File: config.mk
export PLATFORM = sky130hd
export DESIGN_NAME = sequence_generator
export DESIGN_NICKNAME = d
export VERILOG_FILES = /design/src/rtl/sequence_generator.sv
export SDC_FILE = /design/constraint.sdc
export NUM_CORES = 1
export LEC_CHECK = 0
export BUFFER_PORTS_ARGS = -buffer_cell sky130_fd_sc_hd__buf_4
export CAP_MARGIN = 20
export CORE_MARGIN = 2
export CORE_UTILIZATION = 38
export CTS_BUF_LIST = sky130_fd_sc_hd__clkbuf_4 sky130_fd_sc_hd__clkbuf_8 sky130_fd_sc_hd__clkbuf_16
export CTS_CLUSTER_SIZE = 28
export DETAILED_ROUTE_END_ITERATION = 8
export SETUP_SLACK_MARGIN = 0.02
export SYNTH_ARGS = -nofsm -noshare
export SYNTH_HDL_FRONTEND = slang
export SYNTH_SLANG_ARGS = --single-unit
File: constraint.sdc
create_clock -name clk -period 1.8 [get_ports clk]
set_clock_uncertainty 0.1 [all_clocks]
set_input_delay 0.09 -clock clk [delete_from_list [all_inputs] [get_ports clk]]
set_output_delay 0.09 -clock clk [all_outputs]
set_load 0.005 [all_outputs]
File: src/rtl/sequence_generator.sv
// Sequence generator: drives a programmed sequence of symbols onto a
// valid/ready symbol bus. It can repeat the sequence, insert idle gaps after
// every accepted symbol, and be aborted at any time.
module sequence_generator #(
  parameter int                          DATA_W     = 3,
  parameter int                          SEQ_LEN    = 3,
  parameter logic [SEQ_LEN*DATA_W-1:0]   SEQ        = {3'b100, 3'b010, 3'b001},
  parameter logic [DATA_W-1:0]           IDLE_SYM   = 3'b000,
  parameter int                          GAP_CYCLES = 0,
  parameter int                          CNT_W      = 8,
  localparam int                         IDX_W      = (SEQ_LEN > 1) ? $clog2(SEQ_LEN) : 1
) (
  input  logic              clk,
  input  logic              reset,
  input  logic              start,
  input  logic [CNT_W-1:0]  repeat_cnt,
  input  logic              abort,
  output logic [DATA_W-1:0] data,
  output logic              data_valid,
  input  logic              data_ready,
  output logic              busy,
  output logic              done,
  output logic [IDX_W-1:0]  sym_idx
);

  localparam int               GAP_W    = (GAP_CYCLES > 1) ? $clog2(GAP_CYCLES) : 1;
  localparam int               GAP_LASTI = (GAP_CYCLES > 0) ? GAP_CYCLES - 1 : 0;
  localparam logic [GAP_W-1:0] GAP_LAST = GAP_W'(GAP_LASTI);
  localparam logic [IDX_W-1:0] IDX_LAST = IDX_W'(SEQ_LEN - 1);
  localparam bit               HAS_GAP  = (GAP_CYCLES > 0);

  typedef enum logic [1:0] {
    S_IDLE = 2'd0,
    S_SEND = 2'd1,
    S_GAP  = 2'd2
  } state_t;

  state_t             state_reg, state_next;
  logic [IDX_W-1:0]   idx_reg, idx_next;
  logic [CNT_W-1:0]   rep_reg, rep_next;
  logic [GAP_W-1:0]   gap_reg, gap_next;
  logic               done_reg, done_next;
  logic               advance;

  // Unpack the sequence parameter into an indexable symbol table.
  logic [DATA_W-1:0]  seq_rom [SEQ_LEN];

  genvar gi;
  generate
    for (gi = 0; gi < SEQ_LEN; gi++) begin : g_rom
      assign seq_rom[gi] = SEQ[gi*DATA_W +: DATA_W];
    end
  endgenerate

  // State register; reset overrides every other input.
  always_ff @(posedge clk) begin
    if (reset) begin
      state_reg <= S_IDLE;
      idx_reg   <= '0;
      rep_reg   <= '0;
      gap_reg   <= '0;
      done_reg  <= 1'b0;
    end else begin
      state_reg <= state_next;
      idx_reg   <= idx_next;
      rep_reg   <= rep_next;
      gap_reg   <= gap_next;
      done_reg  <= done_next;
    end
  end

  // Next-state logic: start/abort handling, handshake, gap timing, advance.
  always_comb begin
    state_next = state_reg;
    idx_next   = idx_reg;
    rep_next   = rep_reg;
    gap_next   = gap_reg;
    done_next  = 1'b0;
    advance    = 1'b0;

    case (state_reg)
      S_IDLE: begin
        // The done cycle itself does not accept a new start.
        if (start && !abort && !done_reg) begin
          state_next = S_SEND;
          idx_next   = '0;
          rep_next   = (repeat_cnt == '0) ? CNT_W'(1) : repeat_cnt;
        end
      end
      S_SEND: begin
        if (abort) begin
          state_next = S_IDLE;
          idx_next   = '0;
        end else if (data_ready) begin
          if (HAS_GAP) begin
            state_next = S_GAP;
            gap_next   = '0;
          end else begin
            advance = 1'b1;
          end
        end
      end
      S_GAP: begin
        if (abort) begin
          state_next = S_IDLE;
          idx_next   = '0;
        end else if (gap_reg == GAP_LAST) begin
          advance = 1'b1;
        end else begin
          gap_next = gap_reg + 1'b1;
        end
      end
      default: begin
        state_next = S_IDLE;
        idx_next   = '0;
      end
    endcase

    // Move to the next symbol, the next repetition, or finish.
    if (advance) begin
      if (idx_reg != IDX_LAST) begin
        idx_next   = idx_reg + 1'b1;
        state_next = S_SEND;
      end else if (rep_reg > CNT_W'(1)) begin
        idx_next   = '0;
        rep_next   = rep_reg - 1'b1;
        state_next = S_SEND;
      end else begin
        idx_next   = '0;
        rep_next   = '0;
        state_next = S_IDLE;
        done_next  = 1'b1;
      end
    end
  end

  // Output decode from the registered state.
  always_comb begin
    data_valid = (state_reg == S_SEND);
    data       = data_valid ? seq_rom[idx_reg] : IDLE_SYM;
    busy       = (state_reg != S_IDLE);
    done       = done_reg;
    sym_idx    = idx_reg;
  end

endmodule

==> reports/results.ini, run 1 <==
[status]
outcome=complete, but fails checks
violations=hold timing

[worst_setup_path]
path_cells=or4b_1, a211oi_1, a211o_1, a21oi_2
path_depth=4
critical-path-slowest-cell=or4b_1
critical-path-max-stage-delay_ns=0.68
crit_path_end_kind=flip-flop
ff2ff_path_depth=4
critPathTopFamily=simple AND/OR/NAND/NOR gates
cp_num_buf_inv=0
required_ns=1.86
path_max_fanout=7
cp-start-kind=flip-flop
critPathArrivalTime_ns=1.73
critPathKind=reg2reg

[yosys]
synth-async-reset-ratio=0
synth_ff_type=dfxtp_1
synth_area_um2=699.4
yosysTopAreaCell=dfxtp_1
seq_area_frac_synth=0.3435
synth_cells=83
ys_top_cells_by_area=dfxtp_1 (34%), nor2_1 (4.3%), a21oi_1 (3.6%), ha_1 (3.6%), or3_1 (3.6%)
synth_commonest_cells=dfxtp_1 (12), nor2_1 (8), a21oi_1 (5), inv_1 (5)
avgSynthCellArea_um2=8.427
synth-seq-cells=12
ys_types=37
netlist.area_leader.share=0.3435
synth.most_common_cell=dfxtp_1
synth_edf_count=0
synth_nets=98
yosysWarnings=0

[floorplanning]
start_util=0.4051
io_pins=21
die_h_um=46.90
core_area_um2=1727
die_area_um2=2200
row_count=15
die_w_um=46.90

[placed_design]
dp.cells=129
dpl_worst_slack_ns=0.1076
port_buffers=20
post_dp_cell_area_um2=890.9
dp_hpwl_um=1287
place.gp.congestion=0.8156

[finish]
fin_nets=126
instances_no_fill=134
n_antenna_cell=0
drive_above_1_share=0.3211
syn2layout_area_growth_pct=35.60
nFillCells=183
post-route-util=0.5493
regArea_um2=242.7
multi_input_area_um2=425.4
largest_register_ffs=8
postLayoutCellArea_um2=948.4

[power]
pwr-share-clk=0.286
p_sw_frac=0.2670
power_frac_comb=0.211
power_density_nw_per_um2=597.4
p_seq_frac=0.503
total_leakage_power_nw=0.3770
ir_worst_vdd_v=0.0003395
p_switching_mw=0.1513
p_int_mw=0.4153

[timing]
fin_ws_ns=0.1342
setup-tns-final_ns=0
max_freq_mhz=600.3
relSlewSlack=0.7101
period_needed_ns=1.666
finalCritPeriodShare=0.9255
slew_violations=0
tightestPinTransition_ns=0.4309
whs_ns=-0.0001710
rsz0062_at_grt=no
hold_viol_final=1
setup_viol=0

[routing]
dr.pass1.iters=4
vias=750
wl_per_cell_um=12.58
viasPerCell=5.597
ant_nets=0
totalWireLength_um=1686
drcViolationCount=0
drt-initial-drc-count=12

[clocking]
cts_root_buffer=clkbuf_4
cts_setup_buffers=0
cts_buffers=3
numClockSinks=12
htreeDepth=1
cts_tree=yes
cts_max_path_buffers=2
clock_latency_ns=0.27
clkTransAtPathRegs_ns=0.07

[global_route]
grt-ovfl-total=0
grt_pass1_wl_um=2794
grt_pass1_vias=647
grt_antenna_before_repair=0
grtUsageTotal=0.1803
grt_max_degree=10

[hold_path]
hold_path.class=in2reg
min_path_cells=3

[run]
max_cap_violations=0

-- final timing paths --
path	slack, ns	start	end
worst max-delay path	0.13	state_reg[0]	rep_reg[0]
worst min-delay path	-0.0002	repeat_cnt[3]	rep_reg[3]
worst max register to register	0.13	state_reg[0]	rep_reg[0]
worst min register to register	0.40	rep_reg[4]	rep_reg[4]
-- cell type report --
class	instances	area share
multi-input combinational	62	0.4485
clock buffer	3	0.02375
inverter	5	0.01979
sequential	12	0.2559
timing repair buffer	27	0.2190
tap	25	0.03298
-- cell families (layout without fill, tap and decap cells) --
family	after synthesis	after routing	share of synthesized area
and+or+nand+nor	33	33	0.2701
AOI/OAI and AO/OA	27	27	0.2844
buffers and inverters	9	35	0.06618
DFF	12	12	0.3435
adders and majority gates	2	2	0.03577
-- metrics by stage --
step	hold slack, ns	power (mW)
floorplan	0.05244	0.3512
global placement	0.2009	0.3998
detailed placement	0.2052	0.4006
CTS	0.001003	0.5652
global route	0.0006179	0.6038
finish	-0.0001710	0.5666
-- cell usage in the layout (no fill, tap or decap), types with 2 or more instances in the layout --
master | Yosys | layout
dlygate4sd3_1 | 0 | 2
clkbuf_4 | 0 | 3
a21oi_1 | 5 | 5
nor2_1 | 8 | 8
a22oi_1 | 3 | 3
nand2_1 | 4 | 4
nor3b_1 | 2 | 2
o211ai_1 | 2 | 2
a211o_1 | 2 | 2
buf_4 | 1 | 25
nor3_1 | 3 | 2
dfxtp_1 | 12 | 10
nor4_1 | 2 | 2
inv_1 | 5 | 5
nand3_1 | 2 | 2
ha_1 | 2 | 2
or3_1 | 4 | 4
a31oi_1 | 2 | 2
a211oi_1 | 3 | 3
dfxtp_2 | 0 | 2
-- routing by layer --
layer	vias up	wire, um	global-route usage
li1	369	-	-
met1	358	788	0.2436
met2	19	787	0.2575
met3	4	91	0.05000
met4	0	19	0.1000
met5	-	0	0
-- power by group through the flow --
stage               sequential (mW)  clock, mW  combinational [mW]
floorplan                     0.288          0              0.0629
finish                        0.285      0.162               0.120
detailed placement            0.290          0               0.111
global route                  0.286      0.183               0.134
global placement              0.290          0               0.110
CTS                           0.284      0.167               0.115
-- timing repair --
action                                  in CTS  in global routing
resized for setup                            0                  7
endpoints found under the setup margin       0                  9
endpoints found under the hold margin        5                  0
hold buffers                                 2                  0
-- tightest hold or removal path, cell delays in order --
cell and delay, ns:
buf_4 0.11, nand2_1 0.05, a31oi_1 0.07
Note: power is estimated with default switching activity, not from simulation.
==> run 2, diff against run 1 <==
Settings changed: ABC_AREA from default to 1.
==> run 2 against run 1 <==
The run now ends clean. Maximum frequency is 11% higher. Non-clock buffer count is 6 lower. Largest cell class unchanged. Largest power group unchanged. Worst hold slack better by 0.023 ns. Sequential cell count stayed put. Via count is 30% higher.
==> reports/results.ini, run 2 <==
[status]
outcome=finished clean

[clocking]
numClockSinks=12  ; unchanged
cts_max_path_buffers=2  ; unchanged
cts_buffers=3  ; unchanged
cts_tree=yes
clkTransAtPathRegs_ns=0.08  ; about the same
cts_root_buffer=clkbuf_4
clock_latency_ns=0.28  ; about the same
htreeDepth=1  ; unchanged
cts_setup_buffers=0  ; unchanged

[global_route]
grt_antenna_before_repair=0  ; unchanged
grt-ovfl-total=0  ; unchanged
grt_max_degree=14  ; +4
grtUsageTotal=0.1972  ; +0.01693
grt_pass1_vias=966  ; +49%
grt_pass1_wl_um=4036  ; +44%

[yosys]
synth.most_common_cell=nand2_1
yosysTopAreaCell=dfxtp_1
synth_compound_area_frac=0.07930  ; -0.2051
synth_commonest_cells=nand2_1 (42), nor2_1 (29), inv_1 (21)
avgSynthCellArea_um2=6.124  ; -27%
synth_area_um2=930.9  ; +33%
ys_top_cells_by_area=dfxtp_1 (26%), nand2_1 (17%), nor2_1 (12%), inv_1 (8.5%), nand3_1 (7.0%)
synth_edf_count=0  ; unchanged
synthSimpleGateAreaFrac=0.5188  ; +0.2487
synth_nets=167  ; +70%
synthXorXnorAreaFrac=0  ; unchanged
synth_top_family_by_area=simple AND/OR/NAND/NOR gates
synth_ff_type=dfxtp_1
synth-seq-cells=12  ; unchanged
synth_cells=152  ; +83%
seq_area_frac_synth=0.2581  ; -0.08541
ys_types=19  ; -49%
yosysWarnings=0  ; unchanged
synth-adder-area-share=0.02688  ; -0.008896
muxShareOfSynthArea=0  ; unchanged
netlist.area_leader.share=0.2581  ; -0.08541
synth-async-reset-ratio=0  ; unchanged

[worst_setup_path]
critPathTopFamily=simple AND/OR/NAND/NOR gates
critical-path-slowest-cell=dfxtp_1
cp_num_buf_inv=0  ; unchanged
critPathKind=reg2reg
path_cells=nand3_4, nor2_4, nand2_1, nand3_1, a21oi_2
crit_path_end_kind=flip-flop
required_ns=1.87  ; about the same
path_max_fanout=13  ; +6
critPathArrivalTime_ns=1.57  ; -0.16 ns
critical-path-max-stage-delay_ns=0.46  ; -0.22 ns
cp-start-kind=flip-flop

[timing]
max_freq_mhz=667.5  ; +11%
relSlewSlack=0.7479  ; +0.03775
setup_viol=0  ; unchanged
period_needed_ns=1.498  ; -0.1677 ns
rsz0062_at_grt=no
slew_violations=0  ; unchanged
tightestPinTransition_ns=0.3773  ; -0.05355 ns
setup-tns-final_ns=0  ; unchanged
fin_ws_ns=0.3019  ; +0.1677 ns
finalCritPeriodShare=0.8323  ; -0.09316
hold_viol_final=0  ; -1

[routing]
vias=977  ; +30%
viasPerCell=4.813  ; -14%
dr.pass1.iters=3  ; -1
drcViolationCount=0  ; unchanged
drt-initial-drc-count=11  ; -1
wl_per_cell_um=10.97  ; -13%
ant_nets=0  ; unchanged
totalWireLength_um=2226  ; +32%

[run]
max_cap_violations=0  ; unchanged

[floorplanning]
die_area_um2=2862  ; +30%
die_w_um=53.50  ; +14%
start_util=0.4129  ; +0.007802
core_area_um2=2255  ; +31%
row_count=17  ; +2
die_h_um=53.50  ; +14%
io_pins=21  ; unchanged

[finish]
syn2layout_area_growth_pct=22.85
n_antenna_cell=0  ; unchanged
drive_above_1_share=0.2343  ; -0.08682
nFillCells=246  ; +34%
layout_common_cells=nand2_1 (42), nor2_1 (29), inv_1 (21)
largest_register_ffs=8  ; unchanged
fin_nets=191  ; +52%
final_common_cell=nand2_1

[placed_design]
dpl_worst_slack_ns=0.3247  ; +0.2171 ns
port_buffers=20  ; unchanged
place.gp.congestion=0.8814  ; +8.1%
dp_hpwl_um=1836  ; +43%

[power]
ir_worst_vdd_v=0.0003001  ; -12%
total_leakage_power_nw=0.5757  ; +53%
power_density_nw_per_um2=610.7  ; +2.2%

[hold_path]
hold_path.class=in2reg

-- run 2: cell count changes in the layout (fill, tap and decap cells not counted), moves of 4 or more --
| cell | before | now |
|---|---|---|
| buf_4 | 25 | 20 |
| nand2_1 | 4 | 42 |
| nor2_1 | 8 | 29 |
| o21ai_0 | 0 | 4 |
| inv_1 | 5 | 21 |
| or3_1 | 4 | 0 |
| nand3_1 | 2 | 13 |
| nand4_1 | 1 | 5 |
-- run 2: kinds of logic after synthesis --
family / count (synthesis)
AO/OA/AOI/OAI: 11
adder cells (fa/ha/maj): 2
buffers and inverters: 26
flip-flops: 12
AND/OR/NAND/NOR: 101
-- run 2: cell type report --
class / count / area (um2) / area share
Tap cell: 28 / 35.03 / 0.03063
Inverter: 24 / 90.09 / 0.07877
Timing Repair Buffer: 21 / 160.2 / 0.1400
Clock buffer: 4 / 36.28 / 0.03173
Multi-Input combinational cell: 114 / 581.8 / 0.5088
Sequential cell: 12 / 240.2 / 0.2101
-- run 2: worst register-to-register path, stage by stage, from the launching register on --
cell,delay (ns)
dfxtp_1,0.46
nand3_4,0.13
nor2_4,0.32
nand2_1,0.22
nand3_1,0.13
a21oi_2,0.03
-- run 2: metal layers --
layer	vias to the layer above	GRT usage	part of all wire
met5	-	0	0
met4	0	0.08974	0.018
met3	5	0.03390	0.031
met2	14	0.3272	0.46
met1	436	0.2449	0.49
li1	522	-	-
-- run 2: repair_timing --
| item | 4_1_cts | 5_1_grt |
|---|---|---|
| gates resized for setup | 0 | 0 |
| hold endpoints to repair | 5 | 0 |
| hold buffers | 1 | 0 |
| endpoints found under the setup margin | 0 | 0 |
-- run 2: per-stage QoR --
step	std cells	instance area (um2)	util	hold WS, ns	power, mW
floorplan	152	930.9	-	0.06238	0.4221
global placement	198	1097	0.4867	0.1897	0.4804
detailed placement	198	1097	0.4867	0.1898	0.4834
CTS	203	1144	0.5072	0.02170	0.7077
global route	203	1144	0.5072	0.05479	0.7428
finish	203	1144	0.5072	0.02310	0.6984
-- run 2: final timing paths --
check	startpoint	to	slack, ns	cells past startpoint
setup / recovery	state_reg[0]	rep_reg[0]	0.30	5
hold / removal	repeat_cnt[1]	rep_reg[1]	0.02	5
setup reg to reg	state_reg[0]	rep_reg[0]	0.30	5
hold reg to reg	sym_idx[1]	sym_idx[1]	0.47	2
-- run 2: power breakdown --
group | switching (mW) | internal (mW)
sequential | 0.0195 | 0.280
combinational | 0.104 | 0.0750
clock | 0.0972 | 0.123
total | 0.220 | 0.478
